## src/rtl/hit_judge_if.sv

```systemverilog
// Bundle between the bomb stage / player trackers and hit_judge: explosion map,
// player coordinates, and the resulting lives, hit and round-status outputs.
interface hit_judge_if;
    logic         start;
    logic [255:0] explode;
    logic [7:0]   p1_cor;
    logic [7:0]   p2_cor;
    logic [1:0]   p1_lives;
    logic [1:0]   p2_lives;
    logic         p1_invuln;
    logic         p2_invuln;
    logic         p1_hit;
    logic         p2_hit;
    logic         active;
    logic [1:0]   game_status;

    modport master (
        output start, explode, p1_cor, p2_cor,
        input  p1_lives, p2_lives, p1_invuln, p2_invuln,
        input  p1_hit, p2_hit, active, game_status
    );

    modport slave (
        input  start, explode, p1_cor, p2_cor,
        output p1_lives, p2_lives, p1_invuln, p2_invuln,
        output p1_hit, p2_hit, active, game_status
    );
endinterface

```

## src/rtl/hit_judge.sv

```systemverilog
// Blast hit detection, lives and invulnerability tracking, and the round FSM
// (IDLE -> PLAY -> DYING -> OVER) that produces the final game status.
module hit_judge #(
    parameter int LIVES      = 3,
    parameter int INVULN_CYC = 45,
    parameter int DEATH_CYC  = 18
) (
    input  logic        clk,
    input  logic        reset,
    hit_judge_if.slave  bus
);

    localparam logic [1:0] ST_IDLE  = 2'd0;
    localparam logic [1:0] ST_PLAY  = 2'd1;
    localparam logic [1:0] ST_DYING = 2'd2;
    localparam logic [1:0] ST_OVER  = 2'd3;

    localparam logic [1:0] GS_NOT_OVER = 2'd0;
    localparam logic [1:0] GS_DRAW     = 2'd1;
    localparam logic [1:0] GS_P1_WIN   = 2'd2;
    localparam logic [1:0] GS_P2_WIN   = 2'd3;

    localparam logic [1:0] LIVES_INIT = 2'(LIVES);
    localparam logic [5:0] INV_LOAD   = 6'(INVULN_CYC);
    localparam logic [5:0] DEATH_LOAD = 6'(DEATH_CYC);

    logic [1:0] state_q, state_d;
    logic [1:0] p1_lives_q, p1_lives_d;
    logic [1:0] p2_lives_q, p2_lives_d;
    logic [5:0] p1_inv_q, p1_inv_d;
    logic [5:0] p2_inv_q, p2_inv_d;
    logic [5:0] death_ctr_q, death_ctr_d;
    logic       p1_hit_q, p1_hit_d;
    logic       p2_hit_q, p2_hit_d;
    logic       p1_invuln_q, p1_invuln_d;
    logic       p2_invuln_q, p2_invuln_d;
    logic       active_q, active_d;
    logic [1:0] game_status_q, game_status_d;

    logic       p1_exp;
    logic       p2_exp;
    logic       judging;
    logic       p1_strike;
    logic       p2_strike;

    assign p1_exp = bus.explode[bus.p1_cor];
    assign p2_exp = bus.explode[bus.p2_cor];

    // The last DYING cycle (counter reading 1) only latches the result; no hits are sampled.
    assign judging   = (state_q == ST_PLAY) ||
                       ((state_q == ST_DYING) && (death_ctr_q > 6'd1));
    assign p1_strike = judging && p1_exp && (p1_inv_q == '0) && (p1_lives_q != '0);
    assign p2_strike = judging && p2_exp && (p2_inv_q == '0) && (p2_lives_q != '0);

    always_comb begin
        state_d       = state_q;
        p1_lives_d    = p1_lives_q;
        p2_lives_d    = p2_lives_q;
        p1_inv_d      = p1_inv_q;
        p2_inv_d      = p2_inv_q;
        death_ctr_d   = death_ctr_q;
        game_status_d = game_status_q;
        p1_hit_d      = 1'b0;
        p2_hit_d      = 1'b0;

        if (judging) begin
            if (p1_strike) begin
                p1_lives_d = p1_lives_q - 2'd1;
                p1_inv_d   = INV_LOAD;
                p1_hit_d   = 1'b1;
            end else if (p1_inv_q != '0) begin
                p1_inv_d = p1_inv_q - 6'd1;
            end

            if (p2_strike) begin
                p2_lives_d = p2_lives_q - 2'd1;
                p2_inv_d   = INV_LOAD;
                p2_hit_d   = 1'b1;
            end else if (p2_inv_q != '0) begin
                p2_inv_d = p2_inv_q - 6'd1;
            end
        end

        case (state_q)
            ST_IDLE: begin
                p1_lives_d    = LIVES_INIT;
                p2_lives_d    = LIVES_INIT;
                p1_inv_d      = '0;
                p2_inv_d      = '0;
                game_status_d = GS_NOT_OVER;
                if (bus.start) begin
                    state_d = ST_PLAY;
                end
            end

            ST_PLAY: begin
                if ((p1_lives_d == '0) || (p2_lives_d == '0)) begin
                    state_d     = ST_DYING;
                    death_ctr_d = DEATH_LOAD;
                end
            end

            ST_DYING: begin
                if (death_ctr_q <= 6'd1) begin
                    state_d     = ST_OVER;
                    death_ctr_d = '0;
                    p1_inv_d    = '0;
                    p2_inv_d    = '0;
                    if ((p1_lives_q == '0) && (p2_lives_q == '0)) begin
                        game_status_d = GS_DRAW;
                    end else if (p2_lives_q == '0) begin
                        game_status_d = GS_P1_WIN;
                    end else begin
                        game_status_d = GS_P2_WIN;
                    end
                end else begin
                    death_ctr_d = death_ctr_q - 6'd1;
                end
            end

            default: begin
                p1_inv_d = '0;
                p2_inv_d = '0;
                if (bus.start) begin
                    state_d       = ST_PLAY;
                    p1_lives_d    = LIVES_INIT;
                    p2_lives_d    = LIVES_INIT;
                    game_status_d = GS_NOT_OVER;
                end
            end
        endcase

        active_d    = (state_d == ST_PLAY) || (state_d == ST_DYING);
        p1_invuln_d = (p1_inv_d != '0);
        p2_invuln_d = (p2_inv_d != '0);
    end

    always_ff @(posedge clk or posedge reset) begin
        if (reset) begin
            state_q       <= ST_IDLE;
            p1_lives_q    <= LIVES_INIT;
            p2_lives_q    <= LIVES_INIT;
            p1_inv_q      <= '0;
            p2_inv_q      <= '0;
            death_ctr_q   <= '0;
            p1_hit_q      <= 1'b0;
            p2_hit_q      <= 1'b0;
            p1_invuln_q   <= 1'b0;
            p2_invuln_q   <= 1'b0;
            active_q      <= 1'b0;
            game_status_q <= GS_NOT_OVER;
        end else begin
            state_q       <= state_d;
            p1_lives_q    <= p1_lives_d;
            p2_lives_q    <= p2_lives_d;
            p1_inv_q      <= p1_inv_d;
            p2_inv_q      <= p2_inv_d;
            death_ctr_q   <= death_ctr_d;
            p1_hit_q      <= p1_hit_d;
            p2_hit_q      <= p2_hit_d;
            p1_invuln_q   <= p1_invuln_d;
            p2_invuln_q   <= p2_invuln_d;
            active_q      <= active_d;
            game_status_q <= game_status_d;
        end
    end

    assign bus.p1_lives    = p1_lives_q;
    assign bus.p2_lives    = p2_lives_q;
    assign bus.p1_invuln   = p1_invuln_q;
    assign bus.p2_invuln   = p2_invuln_q;
    assign bus.p1_hit      = p1_hit_q;
    assign bus.p2_hit      = p2_hit_q;
    assign bus.active      = active_q;
    assign bus.game_status = game_status_q;

endmodule

```

## src/flat_wrapper.sv

```systemverilog
// flat-port wrapper written by rule: the top's interface ports become plain ports
module hit_judge_flat 
#(
    parameter int LIVES      = 3,
    parameter int INVULN_CYC = 45,
    parameter int DEATH_CYC  = 18
)
  (clk, reset, bus_start, bus_explode, bus_p1_cor, bus_p2_cor, bus_p1_lives, bus_p2_lives, bus_p1_invuln, bus_p2_invuln, bus_p1_hit, bus_p2_hit, bus_active, bus_game_status);
  hit_judge_if bus_i ();
  input  logic clk;
  input  logic reset;
  input wire logic [$bits(bus_i.start)-1:0] bus_start;
  input wire logic [$bits(bus_i.explode)-1:0] bus_explode;
  input wire logic [$bits(bus_i.p1_cor)-1:0] bus_p1_cor;
  input wire logic [$bits(bus_i.p2_cor)-1:0] bus_p2_cor;
  output wire logic [$bits(bus_i.p1_lives)-1:0] bus_p1_lives;
  output wire logic [$bits(bus_i.p2_lives)-1:0] bus_p2_lives;
  output wire logic [$bits(bus_i.p1_invuln)-1:0] bus_p1_invuln;
  output wire logic [$bits(bus_i.p2_invuln)-1:0] bus_p2_invuln;
  output wire logic [$bits(bus_i.p1_hit)-1:0] bus_p1_hit;
  output wire logic [$bits(bus_i.p2_hit)-1:0] bus_p2_hit;
  output wire logic [$bits(bus_i.active)-1:0] bus_active;
  output wire logic [$bits(bus_i.game_status)-1:0] bus_game_status;
  assign bus_i.start = bus_start;
  assign bus_i.explode = bus_explode;
  assign bus_i.p1_cor = bus_p1_cor;
  assign bus_i.p2_cor = bus_p2_cor;
  assign bus_p1_lives = bus_i.p1_lives;
  assign bus_p2_lives = bus_i.p2_lives;
  assign bus_p1_invuln = bus_i.p1_invuln;
  assign bus_p2_invuln = bus_i.p2_invuln;
  assign bus_p1_hit = bus_i.p1_hit;
  assign bus_p2_hit = bus_i.p2_hit;
  assign bus_active = bus_i.active;
  assign bus_game_status = bus_i.game_status;
  hit_judge #(.LIVES(LIVES), .INVULN_CYC(INVULN_CYC), .DEATH_CYC(DEATH_CYC)) u_core (.clk(clk), .reset(reset), .bus(bus_i));
endmodule
```

## config.mk

```make
export PLATFORM = sky130hd
export DESIGN_NAME = hit_judge_flat
export DESIGN_NICKNAME = d
export VERILOG_FILES = /design/src/rtl/hit_judge_if.sv /design/src/rtl/hit_judge.sv /design/src/flat_wrapper.sv
export SDC_FILE = /design/constraint.sdc
export NUM_CORES = 1
export LEC_CHECK = 0
export ABC_AREA = 1
export CORE_UTILIZATION = 30
export CTS_CLUSTER_SIZE = 30
export DETAILED_ROUTE_END_ITERATION = 16
export SYNTH_ARGS = -nofsm -noshare
export SYNTH_HDL_FRONTEND = slang
export SYNTH_SLANG_ARGS = --single-unit
```

## constraint.sdc

```tcl
create_clock -name clk -period 5.95 [get_ports clk]
set_input_delay 0.595 -clock clk [delete_from_list [all_inputs] [get_ports clk]]
set_output_delay 0.595 -clock clk [all_outputs]
set_load 0.02 [all_outputs]
```

==> results of run 1 <==
## worst min-delay path by stage
stage / start / to / slack [ns] / cells past startpoint
after CTS: u_core.bus.game_status[0] / u_core.bus.game_status[0] / 0.52 / 1
after floorplan: u_core.death_ctr_q[5] / u_core.death_ctr_q[5] / 0.52 / 2
after global routing: u_core.bus.game_status[0] / u_core.bus.game_status[0] / 0.55 / 1
after global placement: u_core.bus.game_status[0] / u_core.bus.game_status[0] / 0.51 / 1
final: u_core.bus.game_status[0] / u_core.bus.game_status[0] / 0.51 / 1
after detailed placement: u_core.bus.game_status[0] / u_core.bus.game_status[0] / 0.51 / 1
## flip-flops by register name (all words and copies together), names as in the netlist
register                count
u_core.p2_inv_q             6
u_core.bus.p1_hit           1
u_core.bus.p2_lives         2
u_core.bus.p2_hit           1
u_core.bus.game_status      2
u_core.death_ctr_q          6
u_core.bus.p1_invuln        1
u_core.bus.active           1
u_core.p1_inv_q             6
u_core.state_q              2
u_core.bus.p2_invuln        1
u_core.bus.p1_lives         2
## final cells by class
type | count | area share
tap | 319 | 0.03995
multi-input combinational | 1213 | 0.5454
clock buffer | 6 | 0.01390
inverter | 60 | 0.02304
timing repair buffer | 300 | 0.2943
antenna | 7 | 0.001753
clock inverter | 2 | 0.003507
sequential | 31 | 0.07815
## where the power goes
group,internal [W],switching [W],leakage (nW),total (W)
clock,0.000208,0.0000896,0.0869,0.000297
sequential,0.000298,0.0000567,0.397,0.000355
combinational,0.000565,0.000822,4.22,0.00139
total,0.00107,0.000969,4.71,0.00204
## through the flow
stage,utilization,power [W],instances,area [sq um]
floorplan,-,0.001240,1408,7156
global placement,0.4187,0.001722,1923,9799
detailed placement,0.4187,0.001729,1923,9799
CTS,0.4262,0.002039,1931,9973
global route,0.4269,0.002240,1938,9991
finish,0.4269,0.002040,1938,9991
## cell families (layout without fill, tap and decap cells)
group                    Yosys count  count (layout)
AO/OA/AOI/OAI                     30              30
XOR/XNOR                           7               7
adder cells (fa/ha/maj)           12              12
buffers and inverters            164             368
flip-flops                        31              31
multiplexers                       1               1
other                              0               7
AND/OR/NAND/NOR                 1163            1163
## layer usage
metal	GRT usage	routed length [um]	vias to the layer above
li1	-	-	5046
met1	0.3845	15160	4742
met2	0.4645	16070	552
met3	0.04985	3303	83
met4	0.1162	1362	4
met5	0	25	-
## placed cells by master (no fill, tap or decap), types with 4 or more instances in the layout
cell type / count
buf_4: 17
buf_2: 4
a21oi_1: 12
diode_2: 7
ha_1: 12
dfstp_2: 4
nor3_1: 14
clkbuf_16: 5
xor2_1: 7
o21ai_0: 9
inv_1: 56
clkdlybuf4s50_1: 279
nand3_1: 495
dfrtp_1: 27
nand2_1: 624
nor2_1: 17
==> flow_summary.html, run 1 <==
<table>
<tr><th>Metric</th><th>Value</th></tr>
<tr><th colspan="2">Run status</th></tr>
<tr><td>Run status</td><td>finished clean</td></tr>
<tr><th colspan="2">Setup path</th></tr>
<tr><td>Kind of end point of the critical path</td><td>flop</td></tr>
<tr><td>Most repeated library cell on the critical path</td><td>nand2_1</td></tr>
<tr><td>Worst reg-to-reg path cell count</td><td>16</td></tr>
<tr><td>Worst reg-to-reg setup slack</td><td>3.19 ns</td></tr>
<tr><td>Category of the critical setup timing path</td><td>input port to flop</td></tr>
<tr><td>Cell count along the critical path</td><td>18</td></tr>
<tr><td>Critical Path Start</td><td>bus_p1_cor[3]</td></tr>
<tr><td>Cell type group with the largest total delay on the critical path</td><td>buffers and inverters</td></tr>
<tr><td>Delay of the slowest critical-path stage</td><td>1.09 ns</td></tr>
<tr><td>Data required time of the worst path</td><td>6.11 ns</td></tr>
<tr><td>Highest net fanout along the worst path</td><td>17</td></tr>
<tr><td>Kind of launch point of the worst setup path</td><td>input port</td></tr>
<tr><td>Slowest CP cell</td><td>clkdlybuf4s50_1</td></tr>
<tr><td>Data arrival time of the critical path</td><td>4.08 ns</td></tr>
<tr><td>Worst flop-to-flop path startpoint</td><td>u_core.death_ctr_q[0]</td></tr>
<tr><td>CP Cell Sequence</td><td>clkdlybuf4s50_1 -&gt; inv_1 -&gt; nand3_1 -&gt; nand2_1 -&gt; nand2_1 -&gt; nand3_1 -&gt; nand3_1 -&gt; nand3_1 -&gt; nand2_1 -&gt; nand2_2 -&gt; nand2_1 -&gt; nand2_1 -&gt; nand2_1 -&gt; nand2_2 -&gt; nand2_4 -&gt; nand2_4 -&gt; nand3_1 -&gt; o21ai_1</td></tr>
<tr><td>Critical R2R Capture</td><td>u_core.death_ctr_q[0]</td></tr>
<tr><td>Critical path buffer and inverter count</td><td>2</td></tr>
<tr><td>Destination of the critical timing path</td><td>u_core.death_ctr_q[0]</td></tr>
<tr><th colspan="2">Synthesis</th></tr>
<tr><td>Complex-gate fraction of the synthesized area</td><td>0.02448</td></tr>
<tr><td>Largest area contributor in the synthesized netlist</td><td>nand3_1</td></tr>
<tr><td>Part of the Yosys area used for sequential elements</td><td>0.1091</td></tr>
<tr><td>Net count after synthesis</td><td>1695</td></tr>
<tr><td>FFs w/ async S/R, synth</td><td>1.000</td></tr>
<tr><td>Post-Synth XOR/XNOR Area</td><td>0.008568</td></tr>
<tr><td>Ys flop type</td><td>dfrtp_1</td></tr>
<tr><td>Cells after synthesis</td><td>1408</td></tr>
<tr><td>Count of flip-flops with a built-in enable after synthesis</td><td>0</td></tr>
<tr><td>Share of cell area taken by muxes after synthesis</td><td>0.001574</td></tr>
<tr><td>Cell with the most instances after synthesis</td><td>nand2_1</td></tr>
<tr><td>Main combinational cell family by area after synthesis</td><td>simple AND/OR/NAND/NOR gates</td></tr>
<tr><td>Post-synthesis sequential element count</td><td>31</td></tr>
<tr><td>Syn_area_per_cell</td><td>5.082 sq um</td></tr>
<tr><td>Adder-cell share of the synthesized area</td><td>0.02098</td></tr>
<tr><td>Cell area after synthesis</td><td>7156 sq um</td></tr>
<tr><td>Top cell type's share of synthesized area</td><td>0.3462</td></tr>
<tr><td>Most instantiated cells after synthesis</td><td>nand2_1 (624), nand3_1 (495), inv_1 (56)</td></tr>
<tr><td>Total number of yosys warnings</td><td>0</td></tr>
<tr><td>Share of synthesized cell area in and, or, nand and nor gates</td><td>0.7059</td></tr>
<tr><td>Count of different cell masters after synthesis</td><td>31</td></tr>
<tr><td>Leading cell types by total area after synthesis</td><td>nand3_1 (35%), nand2_1 (33%), dfrtp_1 (9.4%)</td></tr>
<tr><th colspan="2">Die</th></tr>
<tr><td>Core box area</td><td>23400 sq um</td></tr>
<tr><td>Floorplan die width</td><td>156.4 um</td></tr>
<tr><td>Row Count</td><td>56</td></tr>
<tr><td>Die area</td><td>24470 sq um</td></tr>
<tr><td>Height of the chip</td><td>156.4 um</td></tr>
<tr><td>Starting Density</td><td>0.3058</td></tr>
<tr><td>IO Pins</td><td>286</td></tr>
<tr><th colspan="2">Cells and area</th></tr>
<tr><td>Area used by multi-input combinational logic</td><td>5449 sq um</td></tr>
<tr><td>Layout-stage area growth over the synthesis result</td><td>39.62%</td></tr>
<tr><td>Filler cells</td><td>2525</td></tr>
<tr><td>Count of nets after finishing</td><td>1898</td></tr>
<tr><td>Storage cell area</td><td>780.7 sq um</td></tr>
<tr><td>Fraction of layout instances using a drive strength above 1</td><td>0.02978</td></tr>
<tr><th colspan="2">Routing</th></tr>
<tr><td>First drt pass iteration count</td><td>7</td></tr>
<tr><td>Antenna Nets Post-Route</td><td>0</td></tr>
<tr><td>Routed via count divided by cell count</td><td>5.380</td></tr>
<tr><td>Per-cell routed wire length</td><td>18.54 um</td></tr>
<tr><td>Violation count after the first detailed-route iteration</td><td>1180</td></tr>
<tr><td>Routed wire length</td><td>35.93 mm</td></tr>
<tr><td>Total DRC errors in the routed layout</td><td>0</td></tr>
<tr><td>Total via count after detailed routing</td><td>10.43k</td></tr>
<tr><th colspan="2">CTS</th></tr>
<tr><td>Setup repair bufs after CTS</td><td>0</td></tr>
<tr><td>Buffer cell driving the clock tree root</td><td>clkbuf_16</td></tr>
<tr><td>Maximum clock insertion buffer count</td><td>2</td></tr>
<tr><td>Post-CTS resize count</td><td>0</td></tr>
<tr><td>Number of buffers created by CTS</td><td>5</td></tr>
<tr><td>Clock insertion delay at the later pin of the skew report</td><td>0.28 ns</td></tr>
<tr><td>Hold-fix buffers, CTS</td><td>0</td></tr>
<tr><td>Clock tree from TritonCTS</td><td>built</td></tr>
<tr><td>CTS H-tree lvls</td><td>2</td></tr>
<tr><td>Clock transition time at the flip-flop clock pins of the worst setup and hold paths</td><td>0.05 ns</td></tr>
<tr><td>Clock tree sinks</td><td>31</td></tr>
<tr><th colspan="2">Placement</th></tr>
<tr><td>Placement Setup Slack</td><td>1.914 ns</td></tr>
<tr><td>Detailed-placement wirelength estimate</td><td>25.70 mm</td></tr>
<tr><td>Final GP Congestion</td><td>0.9033</td></tr>
<tr><td>Count of buffers inserted at the top-level ports</td><td>285</td></tr>
<tr><th colspan="2">STA</th></tr>
<tr><td>Slew headroom</td><td>0.2706</td></tr>
<tr><td>Final slew viol count</td><td>0</td></tr>
<tr><td>Highest clock rate</td><td>255.3 MHz</td></tr>
<tr><td>Final hold slack</td><td>0.5098 ns</td></tr>
<tr><td>Total Negative Setup Slacks</td><td>0 ns</td></tr>
<tr><td>Clock Skew</td><td>0.004809 ns</td></tr>
<tr><td>Final setup viols</td><td>0</td></tr>
<tr><td>Actual transition at the worst max-transition pin</td><td>1.093 ns</td></tr>
<tr><td>RSZ-0062 raised after global routing</td><td>no</td></tr>
<tr><td>Min Clock Period, post-route</td><td>3.917 ns</td></tr>
<tr><td>Fin. Hold Viols</td><td>0</td></tr>
<tr><td>Final clock period utilization by the worst path</td><td>0.6584</td></tr>
<tr><td>Post-route worst setup slack</td><td>2.033 ns</td></tr>
<tr><th colspan="2">Power and ir drop</th></tr>
<tr><td>Worst voltage drop across the vdd grid</td><td>0.1453 mV</td></tr>
<tr><td>LEAKAGE</td><td>4.707 nW</td></tr>
<tr><td>Total power per unit cell area</td><td>204.1 nW/um^2</td></tr>
<tr><th colspan="2">Worst hold path</th></tr>
<tr><td>Class of the worst hold path</td><td>flop to flop</td></tr>
<tr><th colspan="2">GRT</th></tr>
<tr><td>Via count of the first global-routing pass</td><td>9713</td></tr>
<tr><td>Wire length of the first global-routing pass</td><td>55.50 mm</td></tr>
<tr><td>Pin count of the biggest net entering global routing</td><td>91</td></tr>
<tr><td>Total congestion overflow after global routing</td><td>0</td></tr>
<tr><td>Overall Global Routing Usage</td><td>0.2902</td></tr>
<tr><td>Antenna violations before repair</td><td>10</td></tr>
<tr><th colspan="2">Job</th></tr>
<tr><td>Max-cap check violation count</td><td>0</td></tr>
</table>
Note: power is estimated with default switching activity, not from simulation.
==> inputs of run 2 (changes only) <==
==> constraint.sdc (replaced) <==
create_clock -name clk -period 3.7 [get_ports clk]
set_input_delay 0.37 -clock clk [delete_from_list [all_inputs] [get_ports clk]]
set_output_delay 0.37 -clock clk [all_outputs]
set_load 0.02 [all_outputs]
==> flow_summary.html, run 2 (synthesis gave the netlist of run 1 again) <==
<table>
<tr><th>Metric</th><th>Value</th></tr>
<tr><th colspan="2">STA</th></tr>
<tr><td>Actual transition at the worst max-transition pin</td><td>1.118 ns</td></tr>
<tr><td>Final slew viol count</td><td>0</td></tr>
<tr><td>Fin. Hold Viols</td><td>0</td></tr>
<tr><td>Min Clock Period, post-route</td><td>2.865 ns</td></tr>
<tr><td>RSZ-0062 raised after global routing</td><td>no</td></tr>
<tr><td>Final clock period utilization by the worst path</td><td>0.7744</td></tr>
<tr><td>Final setup viols</td><td>0</td></tr>
<tr><td>Slew headroom</td><td>0.2539</td></tr>
<tr><td>Final hold slack</td><td>0.4953 ns</td></tr>
<tr><td>Total Negative Setup Slacks</td><td>0 ns</td></tr>
<tr><td>Clock Skew</td><td>0.006030 ns</td></tr>
<tr><td>Highest clock rate</td><td>349.0 MHz</td></tr>
<tr><th colspan="2">GRT</th></tr>
<tr><td>Antenna violations before repair</td><td>11</td></tr>
<tr><td>Total congestion overflow after global routing</td><td>0</td></tr>
<tr><td>Pin count of the biggest net entering global routing</td><td>129</td></tr>
<tr><td>Overall Global Routing Usage</td><td>0.2937</td></tr>
<tr><td>Wire length of the first global-routing pass</td><td>55.90 mm</td></tr>
<tr><td>Via count of the first global-routing pass</td><td>9823</td></tr>
<tr><th colspan="2">Cells and area</th></tr>
<tr><td>Largest registers</td><td>u_core.death_ctr_q: 6 flops, u_core.p1_inv_q: 6 flops, u_core.p2_inv_q: 6 flops</td></tr>
<tr><td>Filler cells</td><td>2603</td></tr>
<tr><td>Most used cells in the layout excluding fill and tap cells</td><td>nand2_1 (624), nand3_1 (495), clkdlybuf4s50_1 (279), inv_1 (56), dfrtp_1 (27)</td></tr>
<tr><td>Count of nets after finishing</td><td>1913</td></tr>
<tr><td>Final standard cell count with taps included and fillers excluded</td><td>1955</td></tr>
<tr><td>Fraction of layout instances using a drive strength above 1</td><td>0.03813</td></tr>
<tr><td>Layout-stage area growth over the synthesis result</td><td>41.93%</td></tr>
<tr><td>Most common library cell in the layout ignoring fill and taps</td><td>nand2_1</td></tr>
<tr><th colspan="2">Routing</th></tr>
<tr><td>Violation count after the first detailed-route iteration</td><td>1091</td></tr>
<tr><td>Per-cell routed wire length</td><td>18.60 um</td></tr>
<tr><td>Total DRC errors in the routed layout</td><td>0</td></tr>
<tr><td>First drt pass iteration count</td><td>6</td></tr>
<tr><td>Antenna Nets Post-Route</td><td>0</td></tr>
<tr><td>Routed wire length</td><td>36.36 mm</td></tr>
<tr><td>Total via count after detailed routing</td><td>10.51k</td></tr>
<tr><td>Routed via count divided by cell count</td><td>5.375</td></tr>
<tr><th colspan="2">CTS</th></tr>
<tr><td>Clock insertion delay at the later pin of the skew report</td><td>0.28 ns</td></tr>
<tr><td>Clock tree sinks</td><td>31</td></tr>
<tr><td>Buffer cell driving the clock tree root</td><td>clkbuf_16</td></tr>
<tr><td>Clock transition time at the flip-flop clock pins of the worst setup and hold paths</td><td>0.05 ns</td></tr>
<tr><td>Maximum clock insertion buffer count</td><td>2</td></tr>
<tr><td>Clock tree from TritonCTS</td><td>built</td></tr>
<tr><td>Hold-fix buffers, CTS</td><td>0</td></tr>
<tr><td>Setup repair bufs after CTS</td><td>0</td></tr>
<tr><td>CTS H-tree lvls</td><td>2</td></tr>
<tr><td>Post-CTS resize count</td><td>0</td></tr>
<tr><td>Number of buffers created by CTS</td><td>5</td></tr>
<tr><th colspan="2">Worst hold path</th></tr>
<tr><td>Startpoint of the tightest hold check path</td><td>u_core.bus.game_status[0]</td></tr>
<tr><td>Class of the worst hold path</td><td>flop to flop</td></tr>
<tr><th colspan="2">Power and ir drop</th></tr>
<tr><td>LEAKAGE</td><td>4.792 nW</td></tr>
<tr><td>Total power per unit cell area</td><td>316.6 nW/um^2</td></tr>
<tr><td>Worst voltage drop across the vdd grid</td><td>0.2469 mV</td></tr>
<tr><th colspan="2">Setup path</th></tr>
<tr><td>Worst flop-to-flop path startpoint</td><td>u_core.death_ctr_q[0]</td></tr>
<tr><td>Kind of end point of the critical path</td><td>flop</td></tr>
<tr><td>Delay of the slowest critical-path stage</td><td>0.42 ns</td></tr>
<tr><td>Kind of launch point of the worst setup path</td><td>input port</td></tr>
<tr><td>Slowest CP cell</td><td>inv_4</td></tr>
<tr><td>Category of the critical setup timing path</td><td>input port to flop</td></tr>
<tr><td>Critical Path Start</td><td>bus_p2_cor[0]</td></tr>
<tr><td>Highest net fanout along the worst path</td><td>44</td></tr>
<tr><td>Cell type group with the largest total delay on the critical path</td><td>simple AND/OR/NAND/NOR gates</td></tr>
<tr><td>Data required time of the worst path</td><td>3.86 ns</td></tr>
<tr><td>Data arrival time of the critical path</td><td>3.02 ns</td></tr>
<tr><td>CP Cell Sequence</td><td>buf_4 -&gt; inv_4 -&gt; buf_4 -&gt; nand2_1 -&gt; nand3_1 -&gt; nand3_1 -&gt; nand3_1 -&gt; nand3_1 -&gt; nand2_1 -&gt; nand2_1 -&gt; nand3_1 -&gt; nand3b_1 -&gt; nand2_2 -&gt; nand2_4 -&gt; nand2_1 -&gt; nand2_1 -&gt; nand2_1 -&gt; nand2_2 -&gt; nand2_4 -&gt; nand2_4 -&gt; nand3_1 -&gt; o21ai_1</td></tr>
<tr><td>Critical path buffer and inverter count</td><td>3</td></tr>
<tr><th colspan="2">Die</th></tr>
<tr><td>Core box area</td><td>23400 sq um</td></tr>
<tr><td>Height of the chip</td><td>156.4 um</td></tr>
<tr><td>IO Pins</td><td>286</td></tr>
<tr><td>Row Count</td><td>56</td></tr>
<tr><td>Floorplan die width</td><td>156.4 um</td></tr>
<tr><td>Starting Density</td><td>0.3058</td></tr>
<tr><td>Die area</td><td>24470 sq um</td></tr>
<tr><th colspan="2">Run status</th></tr>
<tr><td>Run status</td><td>finished clean</td></tr>
<tr><th colspan="2">Placement</th></tr>
<tr><td>Detailed-placement wirelength estimate</td><td>26.54 mm</td></tr>
<tr><td>Placed Cells incl. Taps</td><td>1938</td></tr>
<tr><td>Count of buffers inserted at the top-level ports</td><td>285</td></tr>
<tr><td>Final GP Congestion</td><td>0.8981</td></tr>
<tr><th colspan="2">Job</th></tr>
<tr><td>Max-cap check violation count</td><td>0</td></tr>
</table>
## run 2: path summary, 6_finish.rpt
kind / endpoint / slack [ns] / cells after the start
hold / removal: u_core.bus.game_status[0] / 0.50 / 1
min in group asynchronous: u_core.p2_inv_q[1] / 0.70 / 2
max in group asynchronous: u_core.bus.p2_lives[1] / 2.26 / 3
setup / recovery: u_core.death_ctr_q[0] / 0.83 / 22
hold reg to reg: u_core.bus.game_status[0] / 0.50 / 1
setup reg to reg: u_core.death_ctr_q[0] / 0.98 / 16
## run 2: report_power, final
| group | internal (W) | switching (W) |
|---|---|---|
| Clock | 0.000262 | 0.000140 |
| Combinational | 0.000924 | 0.00133 |
| Sequential | 0.000479 | 0.0000784 |
## run 2: per-stage QoR
step	power (W)	worst slack (ns)	utilization	cell area (sq um)
after CTS	0.003213	0.8902	0.4329	10130
after global routing	0.003530	0.5093	0.4340	10160
after global placement	0.002777	0.6498	0.4268	9987
final	0.003215	0.8349	0.4340	10160
after floorplan	0.001994	1.380	-	7156
after detailed placement	0.002793	0.6095	0.4268	9987
## run 2: metal layers
layer / track usage / up-vias / routed length [um]
met4: 0.1377 / 2 / 1458
met2: 0.4673 / 581 / 16190
met3: 0.04376 / 93 / 3270
li1: - / 5079 / -
met1: 0.3884 / 4753 / 15430
met5: 0 / - / 12
## run 2: layout make-up
type,instances,area [sq um],area share
antenna,10,25.02,0.002464
clock buffer,6,138.9,0.01367
clock inverter,1,5.005,0.0004928
inverter,60,230.2,0.02267
multi-input combinational,1213,5449,0.5365
sequential,31,780.7,0.07688
tap,319,399.1,0.03930
timing repair buffer,315,3128,0.3080
## run 2: worst register-to-register path: cells and delay by family (launching register included)
| family | cells | cell delay [ns] |
|---|---|---|
| flops | 1 | 0.35 |
| compound gates | 2 | 0.44 |
| buf+inv | 2 | 0.18 |
| fa+ha+maj | 1 | 0.25 |
| simple gates | 11 | 1.38 |
==> inputs of run 3 (changes only) <==
==> constraint.sdc (replaced) <==
create_clock -name clk -period 2.8 [get_ports clk]
set_input_delay 0.28 -clock clk [delete_from_list [all_inputs] [get_ports clk]]
set_output_delay 0.28 -clock clk [all_outputs]
set_load 0.02 [all_outputs]
==> flow_summary.html, run 3 (synthesis gave the netlist of run 1 again) <==
<table>
<tr><th>Metric</th><th>Value</th></tr>
<tr><th colspan="2">Run status</th></tr>
<tr><td>Run status</td><td>finished clean</td></tr>
<tr><th colspan="2">GRT</th></tr>
<tr><td>Via count of the first global-routing pass</td><td>10.10k</td></tr>
<tr><td>Total congestion overflow after global routing</td><td>0</td></tr>
<tr><td>Pin count of the biggest net entering global routing</td><td>65</td></tr>
<tr><td>Wire length of the first global-routing pass</td><td>56.57 mm</td></tr>
<tr><td>Overall Global Routing Usage</td><td>0.2964</td></tr>
<tr><td>Antenna violations before repair</td><td>9</td></tr>
<tr><th colspan="2">Setup path</th></tr>
<tr><td>Highest net fanout along the worst path</td><td>9</td></tr>
<tr><td>Category of the critical setup timing path</td><td>flop to flop</td></tr>
<tr><td>Slowest CP cell</td><td>dfrtp_1</td></tr>
<tr><td>Kind of end point of the critical path</td><td>flop</td></tr>
<tr><td>Critical R2R Capture</td><td>u_core.death_ctr_q[0]</td></tr>
<tr><td>Destination of the critical timing path</td><td>u_core.death_ctr_q[0]</td></tr>
<tr><td>Critical Path Start</td><td>u_core.death_ctr_q[0]</td></tr>
<tr><td>Data required time of the worst path</td><td>2.96 ns</td></tr>
<tr><td>Worst flop-to-flop path startpoint</td><td>u_core.death_ctr_q[0]</td></tr>
<tr><td>Data arrival time of the critical path</td><td>2.68 ns</td></tr>
<tr><td>Most repeated library cell on the critical path</td><td>nand2_1</td></tr>
<tr><td>Kind of launch point of the worst setup path</td><td>flop</td></tr>
<tr><td>Worst reg-to-reg path cell count</td><td>16</td></tr>
<tr><td>Delay of the slowest critical-path stage</td><td>0.35 ns</td></tr>
<tr><td>Worst reg-to-reg setup slack</td><td>0.29 ns</td></tr>
<tr><td>CP Cell Sequence</td><td>inv_1 -&gt; ha_1 -&gt; o211ai_1 -&gt; nand2_1 -&gt; inv_1 -&gt; nor2_1 -&gt; nor3_1 -&gt; nand2_2 -&gt; nand2_1 -&gt; nand2_1 -&gt; nand2_1 -&gt; nand2_2 -&gt; nand2_4 -&gt; nand2_4 -&gt; nand3_1 -&gt; o21ai_1</td></tr>
<tr><th colspan="2">Die</th></tr>
<tr><td>Die area</td><td>24470 sq um</td></tr>
<tr><td>Core box area</td><td>23400 sq um</td></tr>
<tr><td>IO Pins</td><td>286</td></tr>
<tr><td>Floorplan die width</td><td>156.4 um</td></tr>
<tr><td>Height of the chip</td><td>156.4 um</td></tr>
<tr><td>Row Count</td><td>56</td></tr>
<tr><td>Starting Density</td><td>0.3058</td></tr>
<tr><th colspan="2">Cells and area</th></tr>
<tr><td>Largest registers</td><td>u_core.death_ctr_q: 6 flops, u_core.p1_inv_q: 6 flops, u_core.p2_inv_q: 6 flops</td></tr>
<tr><td>Filler cells</td><td>2503</td></tr>
<tr><td>Most common library cell in the layout ignoring fill and taps</td><td>nand2_1</td></tr>
<tr><td>Most used cells in the layout excluding fill and tap cells</td><td>nand2_1 (624), nand3_1 (495), clkdlybuf4s50_1 (279), inv_1 (56), buf_4 (36)</td></tr>
<tr><td>Fraction of layout instances using a drive strength above 1</td><td>0.05212</td></tr>
<tr><td>Layout-stage area growth over the synthesis result</td><td>46.49%</td></tr>
<tr><td>Count of nets after finishing</td><td>1936</td></tr>
<tr><th colspan="2">STA</th></tr>
<tr><td>Actual transition at the worst max-transition pin</td><td>0.5225 ns</td></tr>
<tr><td>Final setup viols</td><td>0</td></tr>
<tr><td>Clock Skew</td><td>0.001445 ns</td></tr>
<tr><td>Total Negative Setup Slacks</td><td>0 ns</td></tr>
<tr><td>Final clock period utilization by the worst path</td><td>0.8973</td></tr>
<tr><td>Slew headroom</td><td>0.6513</td></tr>
<tr><td>Min Clock Period, post-route</td><td>2.512 ns</td></tr>
<tr><td>Fin. Hold Viols</td><td>0</td></tr>
<tr><td>RSZ-0062 raised after global routing</td><td>no</td></tr>
<tr><td>Highest clock rate</td><td>398.0 MHz</td></tr>
<tr><td>Final slew viol count</td><td>0</td></tr>
<tr><th colspan="2">Routing</th></tr>
<tr><td>Total DRC errors in the routed layout</td><td>0</td></tr>
<tr><td>Antenna Nets Post-Route</td><td>0</td></tr>
<tr><td>Per-cell routed wire length</td><td>18.58 um</td></tr>
<tr><td>Violation count after the first detailed-route iteration</td><td>1157</td></tr>
<tr><td>Routed via count divided by cell count</td><td>5.422</td></tr>
<tr><td>Total via count after detailed routing</td><td>10.72k</td></tr>
<tr><td>First drt pass iteration count</td><td>5</td></tr>
<tr><td>Routed wire length</td><td>36.74 mm</td></tr>
<tr><th colspan="2">CTS</th></tr>
<tr><td>Hold-fix buffers, CTS</td><td>0</td></tr>
<tr><td>CTS H-tree lvls</td><td>2</td></tr>
<tr><td>Number of buffers created by CTS</td><td>5</td></tr>
<tr><td>Buffer cell driving the clock tree root</td><td>clkbuf_16</td></tr>
<tr><td>Clock tree sinks</td><td>31</td></tr>
<tr><td>Clock transition time at the flip-flop clock pins of the worst setup and hold paths</td><td>0.05 ns</td></tr>
<tr><td>Setup repair bufs after CTS</td><td>0</td></tr>
<tr><td>Clock insertion delay at the later pin of the skew report</td><td>0.28 ns</td></tr>
<tr><td>Post-CTS resize count</td><td>0</td></tr>
<tr><td>Clock tree from TritonCTS</td><td>built</td></tr>
<tr><td>Maximum clock insertion buffer count</td><td>2</td></tr>
<tr><th colspan="2">Power and ir drop</th></tr>
<tr><td>Total power per unit cell area</td><td>418.5 nW/um^2</td></tr>
<tr><td>Power consumption</td><td>0.004387 W</td></tr>
<tr><td>Worst voltage drop across the vdd grid</td><td>0.3352 mV</td></tr>
<tr><td>LEAKAGE</td><td>4.963 nW</td></tr>
<tr><th colspan="2">Job</th></tr>
<tr><td>Max-cap check violation count</td><td>0</td></tr>
<tr><th colspan="2">Placement</th></tr>
<tr><td>Final GP Congestion</td><td>0.9208</td></tr>
<tr><td>Detailed-placement wirelength estimate</td><td>28.02 mm</td></tr>
<tr><td>Count of buffers inserted at the top-level ports</td><td>285</td></tr>
<tr><th colspan="2">Worst hold path</th></tr>
<tr><td>Class of the worst hold path</td><td>input port to asynchronous set/reset pin</td></tr>
</table>
==> run 3: cell count changes in the layout (fill, tap and decap cells not counted), sizes merged <==
cell,before,now
buf,36,59
clkbuf,6,5
clkinv,1,3
diode,10,8
==> run 3: worst min-delay path by stage <==
stage / from / end / slack (ns) / cells past startpoint
final: reset / u_core.bus.p2_hit / 0.38 / 3
after global routing: reset / u_core.p2_inv_q[1] / 0.44 / 3
after CTS: reset / u_core.bus.p2_hit / 0.40 / 3
after detailed placement: u_core.bus.game_status[0] / u_core.bus.game_status[0] / 0.51 / 1
after global placement: u_core.bus.game_status[0] / u_core.bus.game_status[0] / 0.50 / 1
after floorplan: reset / u_core.bus.active / 0.38 / 1
==> run 3: routing by layer <==
metal  vias up  routed length, um  global-route usage
met5         -                 12                   0
met4         2               1472              0.1298
met3        87               3478             0.04569
met2       614              16400              0.4792
met1      4891              15370              0.3882
li1       5125                  -                   -
==> run 3: layout make-up <==
cell class / count / area [sq um] / area share
antenna: 8 / 20.02 / 0.001910
clock buffer: 5 / 125.1 / 0.01194
multi-input combinational: 1213 / 5449 / 0.5198
tap: 319 / 399.1 / 0.03808
clock inverter: 3 / 15.01 / 0.001432
timing repair buffer: 338 / 3463 / 0.3304
inverter: 60 / 230.2 / 0.02196
sequential: 31 / 780.7 / 0.07448
==> run 3: worst max-delay path, delay by kind of cell (launching register included) <==
family,cells,cell delay (ns)
AO/OA/AOI/OAI,2,0.28
adder cells (fa/ha/maj),1,0.26
buffers and inverters,2,0.18
flip-flops,1,0.35
AND/OR/NAND/NOR,11,1.33
==> run 3: where the power goes <==
part / switching, W / internal [W]
Clock: 0.000196 / 0.000324
Sequential: 0.000116 / 0.000634
Combinational: 0.00180 / 0.00132
==> run 3: stage by stage <==
stage          hold WS [ns]  std cells  cell area, sq um  setup slack, ns  utilization
2_1_floorplan        0.3805       1408              7156           0.4802            -
3_3_place_gp         0.5037       1961             10320           0.1201       0.4411
3_5_place_dp         0.5074       1961             10320          0.06213       0.4411
4_1_cts              0.3994       1969             10460           0.2870       0.4471
5_1_grt              0.4438       1977             10480          0.03517       0.4479
6_report             0.3783       1977             10480           0.2875       0.4479
